## config.mk

```make
export PLATFORM = sky130hd
export DESIGN_NAME = mem_port_arbiter
export DESIGN_NICKNAME = d
export VERILOG_FILES = /design/src/rtl/mem_arb_pkg.sv /design/src/rtl/mem_arb_pick.sv /design/src/rtl/mem_port_arbiter.sv
export SDC_FILE = /design/constraint.sdc
export NUM_CORES = 1
export LEC_CHECK = 0
export ABC_CLOCK_PERIOD_IN_PS = 1800
export CAP_MARGIN = 20
export CORE_AREA = 2 2 128 130
export CTS_BUF_LIST = sky130_fd_sc_hd__clkbuf_16
export CTS_CLUSTER_DIAMETER = 120
export DETAILED_ROUTE_END_ITERATION = 10
export DIE_AREA = 0 0 130 132
export PLACE_DENSITY_LB_ADDON = 0.3
export REMOVE_ABC_BUFFERS = 1
export SLEW_MARGIN = 15
export SYNTH_ARGS = -nofsm -noshare
export SYNTH_HDL_FRONTEND = slang
export SYNTH_SLANG_ARGS = --single-unit
```

## constraint.sdc

```tcl
create_clock -name clock -period 1.8 [get_ports clock]
set_clock_uncertainty 0.05 [all_clocks]
set_input_delay 0.27 -clock clock [delete_from_list [all_inputs] [get_ports clock]]
set_output_delay 0.27 -clock clock [all_outputs]
set_load 0.01 [all_outputs]
```

## src/rtl/mem_arb_pkg.sv

```systemverilog
// Shared types and encodings for the instruction/data memory port arbiter.
// Imported by the arbiter top, its grant picker and the testbench.
package mem_arb_pkg;

    typedef enum logic [1:0] {
        IDLE,
        BUSY_I,
        BUSY_D,
        BAD_D
    } state_t;

    localparam logic [1:0] SZ_BYTE = 2'd0;
    localparam logic [1:0] SZ_HALF = 2'd1;
    localparam logic [1:0] SZ_WORD = 2'd2;
    localparam logic [1:0] SZ_BAD  = 2'd3;

    localparam logic OWN_I = 1'b0;
    localparam logic OWN_D = 1'b1;

    // Bits needed to hold a streak count of 0..m inclusive.
    function automatic int streak_w(input int m);
        return $clog2(m + 1);
    endfunction

endpackage

```

## src/rtl/mem_arb_pick.sv

```systemverilog
// Grant selection between fetch and data requesters.
// Data wins unless it has already taken MAX_D_STREAK grants while fetch waited.
module mem_arb_pick
    import mem_arb_pkg::*;
#(
    parameter int MAX_D_STREAK = 4
) (
    input  logic                                    clock,
    input  logic                                    reset,
    input  logic                                    i_req,
    input  logic                                    d_req,
    input  logic                                    idle,
    output logic                                    i_gnt,
    output logic                                    d_gnt,
    output logic [streak_w(MAX_D_STREAK)-1:0]       streak
);

    localparam int SW = streak_w(MAX_D_STREAK);

    logic at_lim;

    assign at_lim = (streak == SW'(MAX_D_STREAK));
    assign d_gnt  = idle && d_req && !(i_req && at_lim);
    assign i_gnt  = idle && i_req && !d_gnt;

    // Count data grants that made fetch wait; any fetch grant or uncontested data grant clears it.
    always_ff @(posedge clock or negedge reset) begin
        if (!reset) begin
            streak <= '0;
        end else if (d_gnt) begin
            if (!i_req) begin
                streak <= '0;
            end else if (!at_lim) begin
                streak <= streak + SW'(1);
            end
        end else if (i_gnt) begin
            streak <= '0;
        end
    end

endmodule

```

## src/rtl/mem_port_arbiter.sv

```systemverilog
// Single-outstanding arbiter sharing one variable-latency memory port between
// instruction fetch and load/store, with registered port fields and responses.
module mem_port_arbiter
    import mem_arb_pkg::*;
#(
    parameter int ADDR_W       = 32,
    parameter int DATA_W       = 32,
    parameter int MAX_D_STREAK = 4
) (
    input  logic              clock,
    input  logic              reset,
    input  logic              i_req,
    input  logic [ADDR_W-1:0] i_addr,
    output logic              i_gnt,
    output logic              i_rvalid,
    output logic [DATA_W-1:0] i_rdata,
    input  logic              d_req,
    input  logic              d_we,
    input  logic [1:0]        d_size,
    input  logic [ADDR_W-1:0] d_addr,
    input  logic [DATA_W-1:0] d_wdata,
    output logic              d_gnt,
    output logic              d_rvalid,
    output logic [DATA_W-1:0] d_rdata,
    output logic              mem_req,
    output logic              mem_we,
    output logic [1:0]        mem_size,
    output logic [ADDR_W-1:0] mem_addr,
    output logic [DATA_W-1:0] mem_wdata,
    input  logic              mem_ack,
    input  logic [DATA_W-1:0] mem_rdata,
    output logic              err
);

    localparam int SW = streak_w(MAX_D_STREAK);

    state_t        state;
    logic          idle;
    logic          own;
    logic [SW-1:0] streak;

    assign idle = (state == IDLE);
    assign own  = (state == BUSY_D) ? OWN_D : OWN_I;

    mem_arb_pick #(
        .MAX_D_STREAK (MAX_D_STREAK)
    ) u_pick (
        .clock  (clock),
        .reset  (reset),
        .i_req  (i_req),
        .d_req  (d_req),
        .idle   (idle),
        .i_gnt  (i_gnt),
        .d_gnt  (d_gnt),
        .streak (streak)
    );

    // The picker must never let the streak run past its limit.
    a_streak_bound: assert property (
        @(posedge clock) disable iff (!reset) streak <= SW'(MAX_D_STREAK)
    );

    // Transaction FSM: latch on grant, hold the port until ack, pulse the owner's response.
    always_ff @(posedge clock or negedge reset) begin
        if (!reset) begin
            state     <= IDLE;
            mem_req   <= 1'b0;
            mem_we    <= 1'b0;
            mem_size  <= SZ_BYTE;
            mem_addr  <= '0;
            mem_wdata <= '0;
            i_rvalid  <= 1'b0;
            i_rdata   <= '0;
            d_rvalid  <= 1'b0;
            d_rdata   <= '0;
            err       <= 1'b0;
        end else begin
            i_rvalid <= 1'b0;
            d_rvalid <= 1'b0;
            unique case (state)
                IDLE: begin
                    if (mem_ack) begin
                        err <= 1'b1;
                    end
                    if (d_gnt) begin
                        if (d_size == SZ_BAD) begin
                            state <= BAD_D;
                            err   <= 1'b1;
                        end else begin
                            state     <= BUSY_D;
                            mem_req   <= 1'b1;
                            mem_we    <= d_we;
                            mem_size  <= d_size;
                            mem_addr  <= d_addr;
                            mem_wdata <= d_wdata;
                        end
                    end else if (i_gnt) begin
                        state     <= BUSY_I;
                        mem_req   <= 1'b1;
                        mem_we    <= 1'b0;
                        mem_size  <= SZ_WORD;
                        mem_addr  <= i_addr;
                        mem_wdata <= '0;
                    end
                end
                BUSY_I, BUSY_D: begin
                    if (mem_ack) begin
                        state   <= IDLE;
                        mem_req <= 1'b0;
                        if (own == OWN_D) begin
                            d_rvalid <= 1'b1;
                            d_rdata  <= mem_we ? '0 : mem_rdata;
                        end else begin
                            i_rvalid <= 1'b1;
                            i_rdata  <= mem_rdata;
                        end
                    end
                end
                BAD_D: begin
                    state    <= IDLE;
                    d_rvalid <= 1'b1;
                    d_rdata  <= '0;
                    if (mem_ack) begin
                        err <= 1'b1;
                    end
                end
                default: begin
                    state <= IDLE;
                end
            endcase
        end
    end

endmodule

```

==> flow_summary_export.csv, run 1 <==
group,metric,value,unit
run_status,outcome,"finished with violations",
run_status,violations,"negative setup slack",
yosys,syn-instance-count,524,
place,port_buffers,272,
cts,clk_latency,420,ps
power_and_ir_drop,ir_worst_vdd,0.000773,V
setup_path,crit_chain,"inv_2 -> ha_4 -> and2_4 -> nand2_4 -> inv_4 -> buf_6",
place,placed_cell_area,8820,sq um
setup_path,cp.arrival,1490,ps
place,dp_cells,1013,
global_route,grt_max_degree,72,
die,io_pins,273,
die,die-width,130,um
yosys,synthFlopType,"dfrtp_1",
die,fp.coreArea,15700,sq um
drt,wire_per_inst,18.0,um
place,dp_hpwl,12700,um
global_route,antenna_found_initial,0,
cts,cts-root-buf,"clkbuf_16",
setup_path,crit_fanout,4,
yosys,yosysUniqueCellTypes,35,
cts,cts_buffer_depth,2,
setup_path,reg2regPathDepth,9,
setup_path,cp-start-kind,"flip-flop",
timing,setup_violations,1,
timing,rsz0062_at_grt,"yes",
cts,clock_sinks,140,
setup_path,end_kind,"output pin",
setup_path,worst-setup-path-type,"reg -> out",
yosys,synth_edf_count,0,
timing,clock.fmax,554,MHz
yosys,avgSynthCellArea,10.9,sq um
layout,drive_gt1_frac,0.160,
setup_path,cpPeakStageDelay,390,ps
yosys,ys_ff_latch,140,
drt,routed_via_density,4.90,
global_route,overflow,0,
yosys,synth_common_cells,"172 x nand2_1, 140 x dfrtp_1, 36 x o21ai_0",
layout,syn2layout_area_growth,76.9,%
timing,min_period_over_period,1.00,
place,gp_congestion,0.777,
power_and_ir_drop,p_leak,4.52,nW
setup_path,timing.rr.start,"state[0]",
drt,drc_errors,0,
cts,cts-buffers-inserted,17,
layout,final_area,10100,sq um
die,die_y,132,um
layout,fin_nets,986,
timing,relSlewSlack,0.678,
yosys,yosysMostFrequentCell,"nand2_1",
yosys,synth_area,5710,sq um
drt,dr.pass1.iters,4,
cts,cts.clk_slew.worst_paths,60,ps
cts,h-tree-depth,4,
die,design.die.area,17200,sq um
yosys,yosysWarnings,0,
timing,hold_slack,364,ps
yosys,synthTopCellsByArea,"dfrtp_1 61%, nand2_1 11%, a22o_1 4.9%, a2bb2oi_1 4.9%, o22ai_1 3.5%",
yosys,synth_top_cell_area_share,0.613,
yosys,synthArstFlopShare,1.00,
die,rows,46,
setup_path,reg2reg_to,"mem_addr[12]",
global_route,grt_pass1_wl,28100,um
setup_path,critPathRequiredTime,1480,ps
yosys,yosysTopAreaCell,"dfrtp_1",
job,cap_violations,0,
layout,final_cell_count_no_fill,1073,
drt,ant_nets,0,
global_route,grt_pass1_vias,5432,
die,start_util,0.364,
setup_path,endpoint,"d_gnt",
layout,antennaDiodeCount,0,
timing,tightest_slew,479,ps
cts,cts_tree,"built",
timing,min_period,1810,ps
place,dp_slack,-352,ps
power_and_ir_drop,power,18.3,mW
timing,final-hold-violation-count,0,
drt,finalWirelength,19300,um
power_and_ir_drop,power_density,1820,nW/um^2
yosys,yosysSeqAreaShare,0.613,
timing,setup_slack,-5.96,ps
setup_path,critical-path-slowest-cell,"dfrtp_1",
timing,slew_violations,0,
min_path,hold_class,"in -> reg",
drt,num_vias,5256,
setup_path,setup.worst_path.start,"state[0]",
drt,drtIter0Drc,277,
setup_path,reg2reg_slack,50,ps
global_route,track_usage,0.211,
==> cells by family (layout without fill, tap and decap cells) <==
family,after synthesis,count (layout),share of synthesized area
buffers and inverters,44,376,0.0576
AO/OA/AOI/OAI,146,146,0.183
multiplexers,1,1,0.00197
adder cells (fa/ha/maj),6,6,0.0131
flip-flops,140,140,0.613
AND/OR/NAND/NOR,186,187,0.129
XOR/XNOR,1,1,0.00153
==> worst min path at each step <==
stage                  startpoint             to  slack, ps  cells after the start
global route        mem_rdata[14]    i_rdata[14]        360                      3
detailed placement          reset   mem_wdata[0]        260                      2
floorplan                   reset     d_rdata[0]        -80                      0
finish                d_wdata[31]  mem_wdata[31]        360                      3
CTS                 mem_rdata[22]    i_rdata[22]        350                      3
global placement            reset  mem_wdata[12]        240                      2
==> worst max-delay path, delay by kind of cell, from the launching register on <==
family	cells	cell delay [ps]
DFF	1	390
adders and majority gates	1	160
and+or+nand+nor	2	230
buffers and inverters	3	300
==> state kept, by name, indices dropped and copies added (netlist names) <==
signal,flops
i_rvalid,1
d_rdata,32
i_rdata,32
mem_size,2
mem_we,1
err,1
mem_addr,32
mem_req,1
state,2
u_pick.streak,3
d_rvalid,1
mem_wdata,32
==> final cells by class <==
type                       instances  area (sq um)
tap                              216           270
multi-input combinational        341          2110
clock buffer                      17           425
timing repair buffer             335          3580
inverter                           9          36.3
clock inverter                    15           180
sequential                       140          3500
fill                            1214          5610
==> metal layers <==
layer	wire, um	global-route usage	vias up
met5	0	0	-
met2	9790	0.357	189
li1	-	-	2471
met4	525	0.0836	0
met1	7900	0.251	2559
met3	1070	0.0584	37
==> power breakdown <==
group	switching (mW)	internal [mW]	total, mW	leakage (nW)
combinational	4.08	5.21	9.28	2.48
sequential	0.877	4.59	5.46	1.73
clock	1.31	2.29	3.60	0.300
total	6.26	12.1	18.3	4.52
==> stage by stage <==
stage	util	TNS, ps
after floorplan	-	-63780
after global placement	0.561	-8160
after detailed placement	0.561	-12890
after CTS	0.607	-50.7
after global routing	0.643	-670
final	0.643	-5.96
==> cells in the final DEF, fill, tap and decap left out, drive strengths merged, types with 10 or more instances in the layout <==
master and n:
clkbuf 26, clkdlybuf4s50 268, o22ai 32, nand2 172
inv 10, o21ai 36, a2bb2oi 32, a22o 32
buf 56, dfrtp 140
==> repair_timing <==
action / CTS / global route
endpoints found under the hold margin: 140 / 0
pin swaps: 4 / 6
hold buffers: 1 / 0
gates cloned: 1 / 14
gates resized for setup: 20 / 52
endpoints found under the setup margin: 70 / 121
setup buffers: 7 / 7
(Power assumes the default switching activity.)
==> run 2, diff against run 1 <==
--- a/config.mk
+++ b/config.mk
@@ -12,6 +12,7 @@
 export CTS_CLUSTER_DIAMETER = 120
 export DETAILED_ROUTE_END_ITERATION = 10
 export DIE_AREA = 0 0 130 132
+export MAX_ROUTING_LAYER = met4
 export PLACE_DENSITY_LB_ADDON = 0.3
 export REMOVE_ABC_BUFFERS = 1
 export SLEW_MARGIN = 15
==> run 2 against run 1 <==
  * The run still ends with negative setup slack left
  * First-iteration DRC count fell by 3.2%
  * Wire length increased by 0.31%
  * Register-to-register slack barely moved
  * Global-route usage grew 0.59 points
  * Setup slack worse by 5.1 ps
  * Sequential power is essentially flat
  * Sequential share of layout area rose by 0.16 points
  * Non-clock buffer count up 1
  * Largest cell class unchanged
  * Highest routed layer unchanged
==> flow_summary_export.csv, run 2 (synthesized netlist as in run 1, its figures left out) <==
group,metric,value,unit
run_status,outcome,"finished with violations",
run_status,violations,"negative setup slack",
cts,cts-root-buf,"clkbuf_16",
layout,final_cell_count_no_fill,1074,
cts,cts_tree,"built",
setup_path,cp_top_family,"flip-flops",
timing,min_period_over_period,1.01,
layout,syn2layout_area_growth,76.1,%
place,dp_slack,-352,ps
cts,cts.clk_slew.worst_paths,60,ps
setup_path,cp-start-kind,"flip-flop",
setup_path,cp.arrival,1490,ps
setup_path,critical-path-slowest-cell,"dfrtp_1",
layout,layout_commonest_cell,"clkdlybuf4s50_1",
place,dp_cells,1013,
place,gp_congestion,0.788,
drt,dr.pass1.iters,4,
timing,setup_slack,-11.1,ps
global_route,grt_use_met3,0.0568,
place,port_buffers,272,
power_and_ir_drop,p_leak,4.51,nW
cts,clk_latency,420,ps
timing,slew_violations,0,
setup_path,cpPeakStageDelay,390,ps
die,die_y,132,um
timing,tightest_slew,382,ps
timing,relSlewSlack,0.745,
power_and_ir_drop,power_density,1820,nW/um^2
global_route,antenna_found_initial,0,
setup_path,setup.worst_path.start,"state[0]",
global_route,busiest_layer,"met2",
global_route,track_usage,0.217,
setup_path,cp_num_buf_inv,3,
layout,antennaDiodeCount,0,
power_and_ir_drop,ir_worst_vdd,0.000756,V
timing,setup_violations,2,
global_route,use_met1,0.253,
drt,drc_errors,0,
die,die-width,130,um
global_route,grt_max_degree,72,
die,design.die.area,17200,sq um
global_route,grt_pass1_wl,28100,um
die,start_util,0.364,
min_path,hold_class,"in -> reg",
min_path,hp-start,"mem_rdata[22]",
drt,routed_via_density,4.90,
timing,setup-tns-final,-12.2,ps
cts,clock_sinks,140,
setup_path,critPathRequiredTime,1480,ps
timing,final-hold-violation-count,0,
die,fp.coreArea,15700,sq um
layout,utilization,0.640,
setup_path,worst-setup-path-type,"reg -> out",
die,rows,46,
timing,rsz0062_at_grt,"yes",
setup_path,end_kind,"output pin",
die,io_pins,273,
setup_path,crit_chain,"inv_2 -> ha_4 -> and2_4 -> nand2_2 -> inv_2 -> buf_4",
setup_path,reg2reg_slack,40,ps
drt,drtIter0Drc,268,
layout,drive_gt1_frac,0.159,
global_route,grt_pass1_vias,5434,
global_route,grt_util_met2,0.355,
drt,num_vias,5266,
timing,min_period,1810,ps
cts,cts-buffers-inserted,17,
job,cap_violations,0,
drt,ant_nets,0,
drt,wire_per_inst,18.0,um
layout,final_cell_mix,"268 x clkdlybuf4s50_1, 169 x nand2_1, 140 x dfrtp_1, 33 x buf_4",
cts,cts_buffer_depth,2,
timing,clock.fmax,552,MHz
setup_path,crit_top_cell,"inv_2",
cts,h-tree-depth,4,
setup_path,crit_fanout,4,
layout,fin_nets,987,
place,dp_hpwl,12700,um
drt,finalWirelength,19300,um
layout,nFillCells,1206,
global_route,overflow,0,
setup_path,timing.rr.start,"state[0]",
-- run 2: through the flow --
| stage | hold slack, ps | instance area [sq um] | power, mW |
|---|---|---|---|
| 2_1_floorplan | -75.6 | 5420 | 8.57 |
| 3_3_place_gp | 242 | 8820 | 13.1 |
| 3_5_place_dp | 256 | 8820 | 13.4 |
| 4_1_cts | 349 | 9530 | 17.3 |
| 5_1_grt | 363 | 10100 | 19.3 |
| 6_report | 362 | 10100 | 18.3 |
-- run 2: what timing repair did --
action,in CTS,in global routing
pin swaps,4,3
hold buffers,1,0
setup endpoints to repair,70,120
cloned,1,14
resized for setup,20,49
buffers inserted,7,7
hold endpoints to repair,140,0
-- run 2: cell type report --
cell class                      count  area [sq um]  share of cell area
Timing Repair Buffer              336          3560               0.354
Sequential cell                   140          3500               0.348
Multi-Input combinational cell    341          2080               0.207
Clock buffer                       17           425              0.0423
Tap cell                          216           270              0.0269
Clock inverter                     15           180              0.0179
Inverter                            9          33.8             0.00336
-- run 2: layer usage --
metal	routed length [um]	vias up
met5	0	-
met4	517	0
met3	1020	36
met2	9750	181
met1	8060	2581
li1	-	2468
-- run 2: worst paths after layout --
kind                            endpoint  depth (start not counted)
max in group asynchronous    i_rdata[13]                          3
hold / removal               i_rdata[22]                          3
min in group asynchronous  mem_wdata[12]                          3
setup reg to reg             mem_addr[5]                          9
setup / recovery                   d_gnt                          6
hold reg to reg               i_rdata[4]                          2
-- run 2: worst register-to-register path: cells and delay by family, from the launching register on --
| family | cells | cell delay [ps] |
|---|---|---|
| AOI/OAI and AO/OA | 2 | 290 |
| and+or+nand+nor | 2 | 260 |
| DFF | 1 | 390 |
| buffers and inverters | 4 | 540 |
| adders and majority gates | 1 | 160 |
-- run 2: power by group --
part           leakage [nW]  internal (mW)  total [mW]  switching, mW
registers              1.73           4.59        5.46          0.875
clock network         0.300           2.29        3.60           1.31
logic                  2.48           5.16        9.22           4.06
total                  4.51           12.0        18.3           6.25
